[config.mk]
export PLATFORM = sky130hd
export DESIGN_NAME = uart_rx
export DESIGN_NICKNAME = d
export VERILOG_FILES = /design/src/rtl/uart_rx.sv
export SDC_FILE = /design/constraint.sdc
export NUM_CORES = 1
export LEC_CHECK = 0
export BUFFER_PORTS_ARGS = -buffer_cell sky130_fd_sc_hd__buf_2
export CAP_MARGIN = 20
export CORE_UTILIZATION = 48
export DETAILED_ROUTE_END_ITERATION = 7
export GPL_ROUTABILITY_DRIVEN = 0
export PLACE_DENSITY = 0.68
export REMOVE_ABC_BUFFERS = 1
export SYNTH_ARGS = -nofsm -noshare
export SYNTH_HDL_FRONTEND = slang
export SYNTH_SLANG_ARGS = --single-unit
export TNS_END_PERCENT = 10
[constraint.sdc]
create_clock -name clk -period 2.13 [get_ports clk]
set_input_delay 0.1065 -clock clk [delete_from_list [all_inputs] [get_ports clk]]
set_output_delay 0.1065 -clock clk [all_outputs]
set_load 0.1 [all_outputs]
[src/rtl/uart_rx.sv]
// uart_rx: oversampling 8N1 serial receiver with framing-error and break handling
module uart_rx #(
  parameter int CLKS_PER_BIT = 868
) (
  input  logic       clk,
  input  logic       rst,
  input  logic       rx,
  output logic [7:0] data,
  output logic       valid,
  output logic       frame_err,
  output logic       busy
);
  localparam int N = CLKS_PER_BIT;
  localparam int H = N / 2;
  localparam int CW = $clog2(N);
  localparam logic [CW-1:0] HM = CW'(H - 1);
  localparam logic [CW-1:0] NM = CW'(N - 1);
  typedef enum logic [2:0] {IDLE, START, DATA, STOP, BRK} state_t;
  state_t state, state_n;
  logic s1, rx_s;
  logic [CW-1:0] cnt, cnt_n;
  logic [2:0] idx, idx_n;
  logic [7:0] sh, sh_n, data_n;
  logic valid_n, ferr_n;
  assign busy = state != IDLE;
  // Two-flop synchronizer, then state and datapath registers
  always_ff @(posedge clk) begin
    if (rst) begin
      s1        <= 1'b1;
      rx_s      <= 1'b1;
      state     <= IDLE;
      cnt       <= '0;
      idx       <= '0;
      sh        <= '0;
      data      <= '0;
      valid     <= 1'b0;
      frame_err <= 1'b0;
    end else begin
      s1        <= rx;
      rx_s      <= s1;
      state     <= state_n;
      cnt       <= cnt_n;
      idx       <= idx_n;
      sh        <= sh_n;
      data      <= data_n;
      valid     <= valid_n;
      frame_err <= ferr_n;
    end
  end
  // Bit timing: start sampled at half period, data and stop at full periods after that
  always_comb begin
    state_n = state;
    cnt_n   = cnt;
    idx_n   = idx;
    sh_n    = sh;
    data_n  = data;
    valid_n = 1'b0;
    ferr_n  = 1'b0;
    case (state)
      IDLE: begin
        cnt_n = '0;
        if (!rx_s) state_n = START;
      end
      START: begin
        cnt_n = cnt + 1'b1;
        if (cnt == HM) begin
          state_n = rx_s ? IDLE : DATA;
          cnt_n   = '0;
          idx_n   = '0;
        end
      end
      DATA: begin
        cnt_n = cnt + 1'b1;
        if (cnt == NM) begin
          sh_n    = {rx_s, sh[7:1]};
          cnt_n   = '0;
          idx_n   = idx + 1'b1;
          state_n = idx == 3'd7 ? STOP : DATA;
        end
      end
      STOP: begin
        cnt_n = cnt + 1'b1;
        if (cnt == NM) begin
          cnt_n   = '0;
          state_n = rx_s ? IDLE : BRK;
          data_n  = rx_s ? sh : data;
          valid_n = rx_s;
          ferr_n  = !rx_s;
        end
      end
      BRK: if (rx_s) state_n = IDLE;
      default: state_n = IDLE;
    endcase
  end
endmodule

==> metrics.txt <==
Synth Area in XOR/XNOR 2.68%; Cell Area, Placed 0.00174 sq mm; worst-path fanout max 8; Final Cell Area 0.00180 sq mm; average size of a mapped cell around 9.6 sq um; initial antenna violation count 0; Adder-Cell Fraction of Synth Area 3.07%; slowest library cell on the worst path dfxtp_1; most frequent cells in the layout dfxtp_1, nor2_1, mux2i_1; Peak VDD IR about 250 uV; synthesis-stage register bit count 36; Ant. Diodes 0; Critical path buffers and inverters 0; number of global-route vias before repair 1158; TritonCTS buffer count 5; Min-Delay Path Class input port to register; Core Area 0.00313 sq mm; commonest non-fill, non-tap cell in the layout dfxtp_1; Top FF cell, synth dfxtp_1; asr flop ratio synth 0%; CP peak stage delay around 430 ps; routed wire length approximately 3100 microns; Power Density 596 mW/mm^2; TritonRoute pass-1 iters 4; Pwr Total 1.07 mW; starting density of the core 52.2%; Worst-Margin Slew approximately 550 ps; Slew Viols, Final 0; number of flops mapped to enable cells by yosys 0; Worst Clk Skew 7.57 ps; status complete, no violations; top post-synthesis cells by area dfxtp_1, mux2i_1, nor2_1; Leak between 0.7 and 0.8 nW; Critical Path AT 2040 ps; area share of the largest cell type after synthesis 44.2%; clk_lat worst skew ~340 ps; FMAX 548 MHz; Worst setup EP type register; fin crit share 85.7%; crit path time final between 1500 and 2000 ps; final setup fails 0; mux contribution to synthesized area 12.3%; Routed Antenna Nets 0; largest net degree at the start of global routing 34; cells after synthesis 170; maximum root-to-sink buffer count 2; critical path required time 2350 ps; final hold vios 0; vias post-DR around 1300; area leader, netlist dfxtp_1; Iter 0 DRT Violations 57; CTS tree built; largest family of logic cells by synthesized area simple AND/OR/NAND/NOR gates; post-synthesis cell area 0.00163 sq mm; Die Span Y between 60 and 70 microns; crit path kind register to register; Die Width 60.3 microns; compound-cell area share of the yosys netlist 5.75%; sequential area share after synthesis roughly 44%; H-tree depth 2; Via density 5.47; critical path, cell by cell and4bb_2 -> nor2b_1 -> nand4_4 -> mux2i_1 -> nor2_1; die area roughly 0.0036 sq mm; layout cells sized above 1 17.6%; port bufs 13; Post-CTS Setup Inserts 0; Critical Path Start Type register; Synth Area in Simple Gates 29.4%; Synth cell types 40; Rows 20; DP HPWL 2160 microns; Reg clk slew, reported paths approximately 110 ps; fillers 272; Ys Warns 0; first-pass GRT wire length 5150 microns; post-route core utilization 57.6%; relative slew slack 63.3%; DR DRC count 0; area delta synth->final 10.4%; Routed WL per cell 13.3 microns; # IOs 14; CP top delay family simple AND/OR/NAND/NOR gates; RSZ-0062 raised after global routing false; WHS 228 ps; Remaining Overflow, GRT 0; clk root buf clkbuf_4; Final TNS setup 0 ps; Global Route Usage Sum about a fifth; Max Cap Violations 0; CTS Sinks 36; Final #Nets 193
worst reg2reg max path, cell delays in order (launching register included):
cell and delay (ps):
dfxtp_1 430, and4bb_2 340, nor2b_1 380, nand4_4 260, mux2i_1 230, nor2_1 60
layer usage:
| metal | up-vias | track usage, % | routed length [microns] | part of all wire [%] |
|---|---|---|---|---|
| met5 | - | 0 | 0 | 0 |
| met4 | 0 | 7.97 | 44 | 1.4 |
| met3 | 5 | 6.06 | 107 | 3.5 |
| met2 | 23 | 31.4 | 1490 | 49 |
| met1 | 596 | 23.2 | 1420 | 46 |
| li1 | 639 | - | - | - |
synth_stat cells, types with 2 or more instances:
master	instances
nor2_1	28
or2_2	3
a22oi_1	2
a31oi_1	2
nand2b_1	4
mux2i_1	20
nand4_1	8
nor2b_1	4
nand2_1	8
dfxtp_1	36
and3_1	2
ha_1	4
or3_1	2
nor3_1	6
xnor2_1	3
clkbuf_1	6
a21oi_1	3
nand3_1	4
nor3b_2	2
nor4b_1	2
xor2_1	2
through the flow:
step | worst slack (ps) | instances
final | 305 | 231
after global placement | 355 | 222
after detailed placement | 326 | 222
after floorplan | 195 | 162
after CTS | 317 | 231
after global routing | 194 | 231
cell type report:
cell class / instances / area [sq um] / area share [%]
multi-input cells: 125 / 868 / 48.2
clock buffers: 5 / 37.5 / 2.08
flip-flops and latches: 36 / 721 / 40.0
inverters: 1 / 3.75 / 0.208
well taps: 44 / 55.1 / 3.06
repair buffers: 17 / 97.6 / 5.42
clock inverters: 3 / 18.8 / 1.04
final timing paths:
path / startpoint / endpoint / slack, ps / cells past startpoint
max: cnt[5]$_SDFFE_PP0P_ / data[5]$_SDFFE_PP0P_ / 310 / 5
min: rst / data[7]$_SDFFE_PP0P_ / 230 / 2
max reg2reg: cnt[5]$_SDFFE_PP0P_ / data[5]$_SDFFE_PP0P_ / 310 / 5
min reg2reg: s1$_SDFF_PP1_ / rx_s$_SDFF_PP1_ / 430 / 1
report_power, final:
| group | switching [mW] | total, mW | internal, mW |
|---|---|---|---|
| registers | 0.00333 | 0.680 | 0.676 |
| logic | 0.0270 | 0.0391 | 0.0121 |
| clock network | 0.229 | 0.356 | 0.127 |
| total | 0.260 | 1.07 | 0.815 |
timing repair:
| item | CTS | global route |
|---|---|---|
| gates resized for setup | 0 | 0 |
| hold buffers | 1 | 0 |
| endpoints found under the hold margin | 1 | 0 |
kinds of logic (layout without fill, tap and decap cells):
| kind of cell | Yosys count | count (layout) |
|---|---|---|
| DFF | 36 | 36 |
| xor gates and xnor gates | 5 | 5 |
| adders and majority gates | 4 | 4 |
| buffers and inverters | 9 | 26 |
| AOI/OAI and AO/OA | 12 | 12 |
| and+or+nand+nor | 84 | 84 |
| muxes | 20 | 20 |
sequential cells by signal, indices dropped and copies added (netlist names):
signal     flops
cnt           10
data           8
sh             8
idx            3
state          3
frame_err      1
rx_s           1
s1             1
valid          1
No activity file was read; power rests on OpenSTA's default activity.
